--- config.mk ---
export PLATFORM = sky130hd
export DESIGN_NAME = vliw_fetch_unit
export DESIGN_NICKNAME = d
export VERILOG_FILES = /design/src/rtl/vliw_pkg.sv /design/src/rtl/fetch_pending_buf.sv /design/src/rtl/vliw_fetch_unit.sv
export SDC_FILE = /design/constraint.sdc
export NUM_CORES = 1
export LEC_CHECK = 0
export CAP_MARGIN = 15
export CORE_MARGIN = 2
export CORE_UTILIZATION = 53
export CTS_CLUSTER_SIZE = 28
export DETAILED_ROUTE_END_ITERATION = 12
export PLACE_DENSITY_LB_ADDON = 0.3
export SLEW_MARGIN = 20
export SYNTH_ARGS = -nofsm -noshare
export SYNTH_HDL_FRONTEND = slang
export SYNTH_HIERARCHICAL = 1
export SYNTH_SLANG_ARGS = --single-unit
--- constraint.sdc ---
create_clock -name clk -period 2.9 [get_ports clk]
set_input_delay 0.29 -clock clk [delete_from_list [all_inputs] [get_ports clk]]
set_output_delay 0.29 -clock clk [all_outputs]
set_load 0.05 [all_outputs]
--- src/rtl/vliw_pkg.sv ---
// Shared definitions for the two-slot VLIW front end: bundle layout,
// redirect-select encodings, fetch FSM encodings and the sequential PC step.
package vliw_pkg;

  localparam int BUNDLE_W     = 64;
  localparam int OPCODE_W     = 10;
  localparam int SLOT0_OP_LSB = 32;
  localparam int SLOT0_OP_MSB = 41;
  localparam int SLOT1_OP_LSB = 0;
  localparam int SLOT1_OP_MSB = 9;

  typedef logic [1:0] pc_sel_t;
  localparam pc_sel_t PCSEL_SEQ = 2'b00;
  localparam pc_sel_t PCSEL_BR  = 2'b01;
  localparam pc_sel_t PCSEL_JMP = 2'b10;
  localparam pc_sel_t PCSEL_EXC = 2'b11;

  typedef logic [1:0] fetch_state_t;
  localparam fetch_state_t ST_IDLE   = 2'd0;
  localparam fetch_state_t ST_WAIT   = 2'd1;
  localparam fetch_state_t ST_SQUASH = 2'd2;

  localparam logic [31:0] PC_INC = 32'd8;

  function automatic logic [31:0] next_seq_pc(input logic [31:0] pc);
    return pc + PC_INC;
  endfunction

endpackage

--- src/rtl/fetch_pending_buf.sv ---
// One-entry holding register for a bundle (and its PC) that returned from
// memory while decode was stalled. Clear wins over load, load wins over drain.
module fetch_pending_buf
  import vliw_pkg::*;
(
  input  logic                clk,
  input  logic                reset_n,
  input  logic                load,
  input  logic [BUNDLE_W-1:0] load_bundle,
  input  logic [31:0]         load_pc,
  input  logic                drain,
  input  logic                clear,
  output logic                full,
  output logic [BUNDLE_W-1:0] bundle,
  output logic [31:0]         pc
);

  always_ff @(posedge clk or negedge reset_n) begin
    if (!reset_n) begin
      full   <= 1'b0;
      bundle <= '0;
      pc     <= '0;
    end else if (clear) begin
      full <= 1'b0;
    end else if (load) begin
      full   <= 1'b1;
      bundle <= load_bundle;
      pc     <= load_pc;
    end else if (drain) begin
      full <= 1'b0;
    end
  end

endmodule

--- src/rtl/vliw_fetch_unit.sv ---
// Instruction fetch and IF/ID register of the two-slot VLIW core.
// Optional build macro FETCH_STATS_EN adds saturating bundle/flush counters.
//
// state     | meaning
// ----------+-----------------------------------------------------------
// ST_IDLE   | no request outstanding; request pc when pending buffer empty
// ST_WAIT   | one request outstanding; its response is delivered
// ST_SQUASH | one request outstanding; its response is discarded
module vliw_fetch_unit
  import vliw_pkg::*;
#(
  parameter logic [31:0] RESET_PC   = 32'h0000_0000,
  parameter logic [31:0] EXC_VECTOR = 32'h0000_0080
) (
  input  logic                clk,
  input  logic                reset_n,
  input  logic [1:0]          pc_in,
  input  logic                IF_Flush,
  input  logic [31:0]         branch_target,
  input  logic [31:0]         jump_target,
  input  logic                id_stall,
  output logic                imem_req,
  output logic [31:0]         imem_addr,
  input  logic                imem_ready,
  input  logic                imem_valid,
  input  logic [BUNDLE_W-1:0] imem_rdata,
  output logic                if_id_valid,
  output logic [BUNDLE_W-1:0] if_id_bundle,
  output logic [31:0]         if_id_pc,
  output logic [OPCODE_W-1:0] opcode_memtype,
  output logic [OPCODE_W-1:0] opcode_rtype,
  output logic [31:0]         epc_value
`ifdef FETCH_STATS_EN
  ,
  output logic [31:0]         stat_bundles,
  output logic [31:0]         stat_flushes
`endif
);

  fetch_state_t        state_q, state_d;
  logic [31:0]         pc_q, fetch_pc_q, redir_target;
  logic                pb_full, pb_load;
  logic [BUNDLE_W-1:0] pb_bundle;
  logic [31:0]         pb_pc;
  logic                hs, rsp, redir_acc, flush_bubble, bubble;
  logic                deliver_pb, deliver_rsp;

  // Gated by reset_n so no request leaks out while reset is held.
  assign imem_req  = reset_n && (state_q == ST_IDLE) && !pb_full;
  assign imem_addr = pc_q;
  assign hs        = imem_req && imem_ready;
  assign rsp       = imem_valid && (state_q == ST_WAIT);

  // An exception redirect cannot be held off by a decode stall.
  assign redir_acc    = (pc_in != PCSEL_SEQ) && (!id_stall || (pc_in == PCSEL_EXC));
  assign flush_bubble = IF_Flush && (pc_in == PCSEL_SEQ) && !id_stall;
  assign bubble       = redir_acc || flush_bubble;

  assign deliver_pb  = !bubble && !id_stall && pb_full;
  assign deliver_rsp = !bubble && !id_stall && rsp;
  assign pb_load     = rsp && id_stall && !redir_acc;

  always_comb begin
    redir_target = pc_q;
    case (pc_in)
      PCSEL_BR:  redir_target = branch_target;
      PCSEL_JMP: redir_target = jump_target;
      PCSEL_EXC: redir_target = EXC_VECTOR;
      default:   redir_target = pc_q;
    endcase
  end

  always_comb begin
    state_d = state_q;
    case (state_q)
      ST_IDLE:   if (hs) state_d = redir_acc ? ST_SQUASH : ST_WAIT;
      ST_WAIT: begin
        if (imem_valid)     state_d = ST_IDLE;
        else if (redir_acc) state_d = ST_SQUASH;
      end
      ST_SQUASH: if (imem_valid) state_d = ST_IDLE;
      default:   state_d = ST_IDLE;
    endcase
  end

  always_ff @(posedge clk or negedge reset_n) begin
    if (!reset_n) begin
      state_q    <= ST_IDLE;
      pc_q       <= RESET_PC;
      fetch_pc_q <= '0;
    end else begin
      state_q <= state_d;
      if (redir_acc)  pc_q <= redir_target;
      else if (hs)    pc_q <= next_seq_pc(pc_q);
      if (hs) fetch_pc_q <= pc_q;
    end
  end

  fetch_pending_buf u_pending_buf (
    .clk         (clk),
    .reset_n     (reset_n),
    .load        (pb_load),
    .load_bundle (imem_rdata),
    .load_pc     (fetch_pc_q),
    .drain       (deliver_pb),
    .clear       (bubble),
    .full        (pb_full),
    .bundle      (pb_bundle),
    .pc          (pb_pc)
  );

  // With nothing to hand over, an unstalled IF/ID falls to a bubble so decode
  // never sees the same bundle twice.
  always_ff @(posedge clk or negedge reset_n) begin
    if (!reset_n) begin
      if_id_valid  <= 1'b0;
      if_id_bundle <= '0;
      if_id_pc     <= '0;
    end else if (bubble || (!id_stall && !deliver_pb && !deliver_rsp)) begin
      if_id_valid  <= 1'b0;
      if_id_bundle <= '0;
      if_id_pc     <= '0;
    end else if (deliver_pb) begin
      if_id_valid  <= 1'b1;
      if_id_bundle <= pb_bundle;
      if_id_pc     <= pb_pc;
    end else if (deliver_rsp) begin
      if_id_valid  <= 1'b1;
      if_id_bundle <= imem_rdata;
      if_id_pc     <= fetch_pc_q;
    end
  end

  assign opcode_memtype = if_id_bundle[SLOT0_OP_MSB:SLOT0_OP_LSB];
  assign opcode_rtype   = if_id_bundle[SLOT1_OP_MSB:SLOT1_OP_LSB];
  assign epc_value      = if_id_pc;

`ifdef FETCH_STATS_EN
  always_ff @(posedge clk or negedge reset_n) begin
    if (!reset_n) begin
      stat_bundles <= '0;
      stat_flushes <= '0;
    end else begin
      if ((deliver_pb || deliver_rsp) && (stat_bundles != 32'hFFFF_FFFF))
        stat_bundles <= stat_bundles + 32'd1;
      if (bubble && (stat_flushes != 32'hFFFF_FFFF))
        stat_flushes <= stat_flushes + 32'd1;
    end
  end
`endif

  // A response with nothing outstanding means the memory broke protocol.
  idle_no_response: assert property (@(posedge clk) disable iff (!reset_n)
    !(imem_valid && (state_q == ST_IDLE)));

endmodule

Yosys cells after proc, flatten, opt, wreduce, memory -nomap -nowiden
Cells that the tools add are included.
{"block": "word_totals", "out_inout_bits": 182, "reg_bits": 260, "word_cells": 73}
{"block": "classes", "n_bitwise": 1, "eq_ne": 9, "n_mux": 21, "addsub": 1, "n_reduce_logical": 32}
{"operator": "two-way mux 64 bit", "n": 3}
{"operator": "two-way mux 32 bit", "n": 5}
{"operator": "case mux 32 bit (3 select lines)", "n": 1}
{"operator": "adder 32 x 4 -> 32 bit, second input constant", "n": 1}
{"operator": "logical AND 1 bit", "n": 14}
{"operator": "two-way mux 2 bit", "n": 5}
{"operator": "== test 2 bit, second input constant", "n": 3}
{"operator": "logical NOT 1 bit", "n": 6}
{"operator": "two-way mux 1 bit", "n": 6}
{"operator": "case mux 2 bit (3 select lines)", "n": 1}
{"operator": "nonzero test 3 bit", "n": 2}
{"operator": "== test 2 x 1 -> 1 bit, second input constant", "n": 2}
{"operator": "logical NOT 2 bit", "n": 2}
{"operator": "inequality test 2 bit, second input constant", "n": 2}
{"operator": "inequality test 4 x 1 -> 1 bit, second input constant", "n": 1}
{"operator": "AND reduction 2 bit", "n": 2}
{"operator": "nonzero test 2 bit", "n": 2}
{"operator": "logical OR 1 bit", "n": 3}
{"operator": "inequality test 3 bit, second input constant", "n": 1}
{"operator": "AND reduction 3 bit", "n": 1}
{"operator": "NOT 1 bit", "n": 1}

Logic depth before layout (Yosys ltp)
{"block": "depth", "ltp_word": 12, "depth_mapped": 9, "depth_no_buf": 6}

Modules after synthesis
Netlist, hierarchy kept.
{"mod": "vliw_fetch_unit", "area_each_um2": 8180.3, "cells_per_inst": 809, "n_inst": 1}
{"mod": "fetch_pending_buf", "area_each_um2": 3811.2, "cells_per_inst": 208, "n_inst": 1}

Least setup slack after synthesis
Ideal clock, no wire load.
{"block": "synth_path", "path_type": "reg2reg", "from": "register state_q[1]", "to": "register pc_q[29] (netlist: imem_addr[29])", "path_slack_ns": 0.621, "t_arrival_ns": 2.141, "setup_time_ns": 0.138, "stages_incl_launch_ff": 6, "synth_period_minus_slack_ns": 2.279, "t_required_ns": 2.762, "cell_sequence": "dfrtp_1 -> nor4b_4 -> nand4_4 -> nor4_2 -> xnor2_1 -> o22ai_1"}
{"block": "synth_via", "elab_chain_len": 6}
{"item": "from (decl)", "line": "vliw_fetch_unit.sv:40", "source": "fetch_state_t state_q, state_d;"}
{"item": "from (signal assigned)", "line": "vliw_fetch_unit.sv:92", "source": "state_q <= state_d;"}
{"item": "logical NOT 2 bit", "line": "vliw_fetch_unit.sv:49", "source": "assign imem_req = reset_n && (state_q == ST_IDLE) && !pb_full;"}
{"item": "logical AND 1 bit (2 in series)", "line": "vliw_fetch_unit.sv:49"}
{"item": "net imem_req", "line": "vliw_fetch_unit.sv:22", "source": "output logic imem_req,"}
{"item": "logical AND 1 bit", "line": "vliw_fetch_unit.sv:51", "source": "assign hs = imem_req && imem_ready;"}
{"item": "nonzero test 2 bit (no source line)"}
{"item": "AND reduction 2 bit (no source line)"}
{"item": "to (signal assigned)", "line": "vliw_fetch_unit.sv:93", "source": "if (redir_acc) pc_q <= redir_target;"}
{"item": "to (signal assigned)", "line": "vliw_fetch_unit.sv:94", "source": "else if (hs) pc_q <= next_seq_pc(pc_q);"}
{"item": "to (decl)", "line": "vliw_fetch_unit.sv:41", "source": "logic [31:0] pc_q, fetch_pc_q, redir_target;"}
The timed path passes the listed nets, and every way through them passes these cells.
A chain may end at the register's enable or synchronous reset.

Worst setup path in the final report
{"block": "layout_path", "from": "register pc_q[10] (netlist: imem_addr[10])", "to": "output imem_addr[10]"}
{"item": "to (decl)", "line": "vliw_fetch_unit.sv:23", "source": "output logic [31:0] imem_addr,"}
No word-level cell between the ends.

==> key figures <==
Run status
  • Status: finished, final reports clean

Logic synthesis
  • Post-Synthesis Cell Area: 12,000 µm²
  • Cell taking the most area after synthesis: sky130_fd_sc_hd__dfrtp_1
  • Most common flop cell mapped by yosys: sky130_fd_sc_hd__dfrtp_1
  • Register area share after synthesis: 54.3%
  • Synthesized flop and latch total: 260
  • Synth Net Count: 1,154
  • Synth top area share: 54.3%
  • Synthesized netlist cell count: 1,017
  • Total of warnings raised by yosys: 6
  • Largest cells by area after synthesis: sky130_fd_sc_hd__dfrtp_1, sky130_fd_sc_hd__mux2i_1, sky130_fd_sc_hd__mux2_2
  • Async SR Flop Fraction: 100%
  • Number of synthesized flops with an enable pin: 0
  • Post-Syn Area per Cell: 11.8 µm²
  • Distinct cells, synth: 49

Placement
  • Count of buffers inserted at the top-level ports: 317
  • HPWL Detailed: 20.4 mm
  • Global placer's final weighted congestion: 0.861
  • Post-place instance area: 15,100 µm²

Critical path
  • CP required: 2610 ps
  • Crit path max fanout: 8
  • Crit path launch type: flip-flop
  • Bufs and invs on worst path: 1
  • Worst Path Arrival: 1970 ps
  • Largest stage delay, worst path: 890 ps
  • Worst Path Class, Setup: reg2out
  • Top delay family on crit path: buffers and inverters
  • Cell-by-cell trace of the critical path: clkdlybuf4s50_1
  • Critical-path cell with the highest stage delay: sky130_fd_sc_hd__clkdlybuf4s50_1
  • Sort of element at the end of the critical path: output port

Clock tree
  • Clock insertion delay at the later pin of the skew report: 520 ps
  • Post-CTS Resized: 0
  • Number of clock buffers inserted by TritonCTS: 27
  • Post-CTS Setup Bufs: 0
  • Clock root buffer master: sky130_fd_sc_hd__clkbuf_16
  • Clock Sinks: 260
  • Clock-pin slew of the registers on the worst-case setup and hold paths: 60 ps
  • Number of hold-repair buffers added at the cts stage: 1
  • Number of levels the H-tree was split into: 1
  • Clock tree from TritonCTS: built
  • Clock buffer depth: 3

Timing
  • Shortest clock period the worst path allows after layout: 2260 ps
  • Clock tree skew after final layout: 14.1 ps
  • Worst Tran Pin Value: 894 ps
  • Number of pins with negative max-slew slack in the final report: 0
  • Final worst-path cycle share: 78.0%
  • Worst-case headroom to the max-slew limit: 40.4%
  • Setup TNS: 0 ps
  • Final setup fails: 0
  • Hold Fails Final Rpt: 0
  • Maximum frequency from static timing analysis: 0.442 GHz
  • RSZ-0062 raised after global routing: false

Pwr
  • Areal power density over the cells: 583 nW/µm²
  • Share of power burned in registers: 47.6%
  • Comb power frac: 16.2%
  • Switching component of the power: 2.43 mW
  • Cell internal pwr: 6.90 mW
  • Switching share of power: 26.0%
  • Static leakage power: 7.53 nW
  • Largest voltage drop on the vdd net: 0.000350 V
  • Share of power burned in the clock network: 36.2%

GRT
  • Largest net degree at the start of global routing: 97
  • Number of global-route vias before repair: 8,784
  • Antenna violations before repair: 0
  • All-Layer GR Usage: 24.8%
  • Wire length of the first global-routing pass: 47.4 mm
  • Remaining global-route overflow: 0

Min path
  • Hold Path Class: in2async

Route
  • Total via count in the routed design: 8,692
  • Total iterations of the first detailed-routing run: 5
  • Vias per cell: 5.51
  • WL/cell: 18.8 µm
  • Detailed Route Iter0 Violations: 445
  • Post-detailed-route DRC marker count: 0
  • Antenna violation net count after detailed routing: 0
  • DRT Wirelength: 29.7 mm

Cells and area
  • Post-layout nets: 1,411
  • Fraction of layout cells with a size suffix above 1: 15.6%
  • Ant diodes: 0
  • Fin area: 16,000 µm²
  • Relative area change from synthesis to final layout: 33.4%
  • Fraction of the core area covered by cells at the end of the flow: 71.3%

Floorplan
  • Placeable core area: 22,400 µm²
  • Die ar.: 23,800 µm²
  • Die outline height: 154 µm
  • Initial Utilization: 53.5%
  • Width of the die: 154 µm
  • Placement row count: 55
  • Number of placed I/O pins: 318

Job
  • Total of max-cap violations: 0
[synthesized netlist by cell type (2+ instances only)]
master                       n
sky130_fd_sc_hd__dfrtp_1   260
sky130_fd_sc_hd__nand2_1   126
sky130_fd_sc_hd__o21ai_0   117
sky130_fd_sc_hd__mux2i_1    96
sky130_fd_sc_hd__mux2_2     81
sky130_fd_sc_hd__buf_4      52
sky130_fd_sc_hd__mux2_4     40
sky130_fd_sc_hd__clkbuf_1   34
sky130_fd_sc_hd__o22ai_1    21
sky130_fd_sc_hd__xnor2_1    21
sky130_fd_sc_hd__nor2_1     20
sky130_fd_sc_hd__a22oi_1    19
sky130_fd_sc_hd__a21oi_1    15
sky130_fd_sc_hd__buf_2      13
sky130_fd_sc_hd__buf_1      10
sky130_fd_sc_hd__nand3_1    10
sky130_fd_sc_hd__inv_1       7
sky130_fd_sc_hd__nand4_1     7
sky130_fd_sc_hd__nor3_1      7
sky130_fd_sc_hd__and4_1      6
sky130_fd_sc_hd__xor2_1      6
sky130_fd_sc_hd__and3_1      5
sky130_fd_sc_hd__buf_12      4
sky130_fd_sc_hd__nor2b_1     4
sky130_fd_sc_hd__nand2b_1    3
sky130_fd_sc_hd__nor4_1      3
sky130_fd_sc_hd__nor4_2      3
sky130_fd_sc_hd__o21bai_1    3
sky130_fd_sc_hd__and2_1      2
sky130_fd_sc_hd__and3b_1     2
sky130_fd_sc_hd__o21ai_1     2
[final timing paths]
kind | startpoint | end | slack [ps] | depth (start not counted)
worst max-delay path | imem_addr[10]$_DFFE_PN0P_ | imem_addr[10] | 640 | 1
worst min-delay path | reset_n | if_id_bundle[27]$_DFFE_PN0P_ | 140 | 2
worst max register to register | u_pending_buf/full$_DFFE_PN0P_ | imem_addr[30]$_DFFE_PN0P_ | 700 | 5
worst min register to register | if_id_bundle[19]$_DFFE_PN0P_ | if_id_bundle[19]$_DFFE_PN0P_ | 480 | 2
max in group asynchronous | reset_n | epc_value[0]$_DFFE_PN0P_ | 1090 | 4
min in group clk | branch_target[8] | imem_addr[8]$_DFFE_PN0P_ | 400 | 3
[state kept, by name, indices dropped and copies added, names as in the netlist]
register / count
epc_value: 32
fetch_pc_q: 32
if_id_bundle: 64
if_id_valid: 1
imem_addr: 32
state_q: 2
u_pending_buf/bundle: 64
u_pending_buf/full: 1
u_pending_buf/pc: 32
[cell type report]
| cell class | count | area [µm²] |
|---|---|---|
| Clock buffer | 43 | 816 |
| Timing Repair Buffer | 343 | 3480 |
| Sequential cell | 260 | 6510 |
| Fill cell | 1588 | 6430 |
| Multi-Input combinational cell | 635 | 4770 |
| Tap cell | 285 | 357 |
| Inverter | 7 | 26.3 |
| Clock inverter | 5 | 50.0 |
[cells by family (layout without fill, tap and decap cells)]
logic type,count (synthesis),in the layout,share of synthesized area [%]
AO/OA/AOI/OAI,185,185,8.59
XOR/XNOR,27,27,1.97
adder cells (fa/ha/maj),1,1,0.104
buffers and inverters,122,398,6.28
flip-flops,260,260,54.3
multiplexers,217,217,20.6
AND/OR/NAND/NOR,205,205,8.17
[through the flow]
| step | setup WS [ps] | total power, mW | hold slack, ps | cells |
|---|---|---|---|---|
| finish | 639 | 9.33 | 140 | 1578 |
| global placement | 498 | 5.94 | 78.0 | 1529 |
| CTS | 638 | 9.39 | 125 | 1578 |
| detailed placement | 441 | 6.00 | 77.3 | 1529 |
| floorplan | 621 | 5.34 | -5.59 | 1017 |
| global route | 538 | 9.71 | 143 | 1578 |
[power groups by stage]
stage | logic, mW | clock network, mW | registers [mW]
final | 1.51 | 3.37 | 4.44
after global placement | 1.46 | 0 | 4.48
after detailed placement | 1.51 | 0 | 4.50
after CTS | 1.52 | 3.43 | 4.44
after global routing | 1.63 | 3.59 | 4.50
after floorplan | 0.759 | 0 | 4.58
[layer usage]
metal	vias up	wire length, µm	GRT usage (%)
li1	4038	-	-
met1	4311	12700	33.3
met2	306	14500	41.8
met3	37	1950	4.88
met4	0	633	6.35
met5	-	0	0
[cells in the final DEF, fill, tap and decap left out, types with 2 or more instances in the layout]
cell type | synthesis | layout
sky130_fd_sc_hd__a21oi_1 | 15 | 15
sky130_fd_sc_hd__a22oi_1 | 19 | 19
sky130_fd_sc_hd__and2_1 | 2 | 2
sky130_fd_sc_hd__and3_1 | 5 | 5
sky130_fd_sc_hd__and3b_1 | 2 | 2
sky130_fd_sc_hd__and4_1 | 6 | 6
sky130_fd_sc_hd__buf_12 | 4 | 8
sky130_fd_sc_hd__buf_4 | 52 | 17
sky130_fd_sc_hd__clkbuf_1 | 34 | 8
sky130_fd_sc_hd__clkbuf_16 | 0 | 27
sky130_fd_sc_hd__clkbuf_8 | 0 | 8
sky130_fd_sc_hd__clkdlybuf4s50_1 | 0 | 315
sky130_fd_sc_hd__clkinv_2 | 0 | 4
sky130_fd_sc_hd__dfrtp_1 | 260 | 260
sky130_fd_sc_hd__inv_1 | 7 | 7
sky130_fd_sc_hd__mux2_2 | 81 | 81
sky130_fd_sc_hd__mux2_4 | 40 | 40
sky130_fd_sc_hd__mux2i_1 | 96 | 96
sky130_fd_sc_hd__nand2_1 | 126 | 125
sky130_fd_sc_hd__nand2b_1 | 3 | 3
sky130_fd_sc_hd__nand3_1 | 10 | 10
sky130_fd_sc_hd__nand4_1 | 7 | 7
sky130_fd_sc_hd__nor2_1 | 20 | 20
sky130_fd_sc_hd__nor2b_1 | 4 | 3
sky130_fd_sc_hd__nor3_1 | 7 | 7
sky130_fd_sc_hd__nor4_1 | 3 | 3
sky130_fd_sc_hd__nor4_2 | 3 | 3
sky130_fd_sc_hd__o21ai_0 | 117 | 117
sky130_fd_sc_hd__o21bai_1 | 3 | 3
sky130_fd_sc_hd__o22ai_1 | 21 | 21
sky130_fd_sc_hd__xnor2_1 | 21 | 21
sky130_fd_sc_hd__xor2_1 | 6 | 6
(Power assumes the default switching activity.)
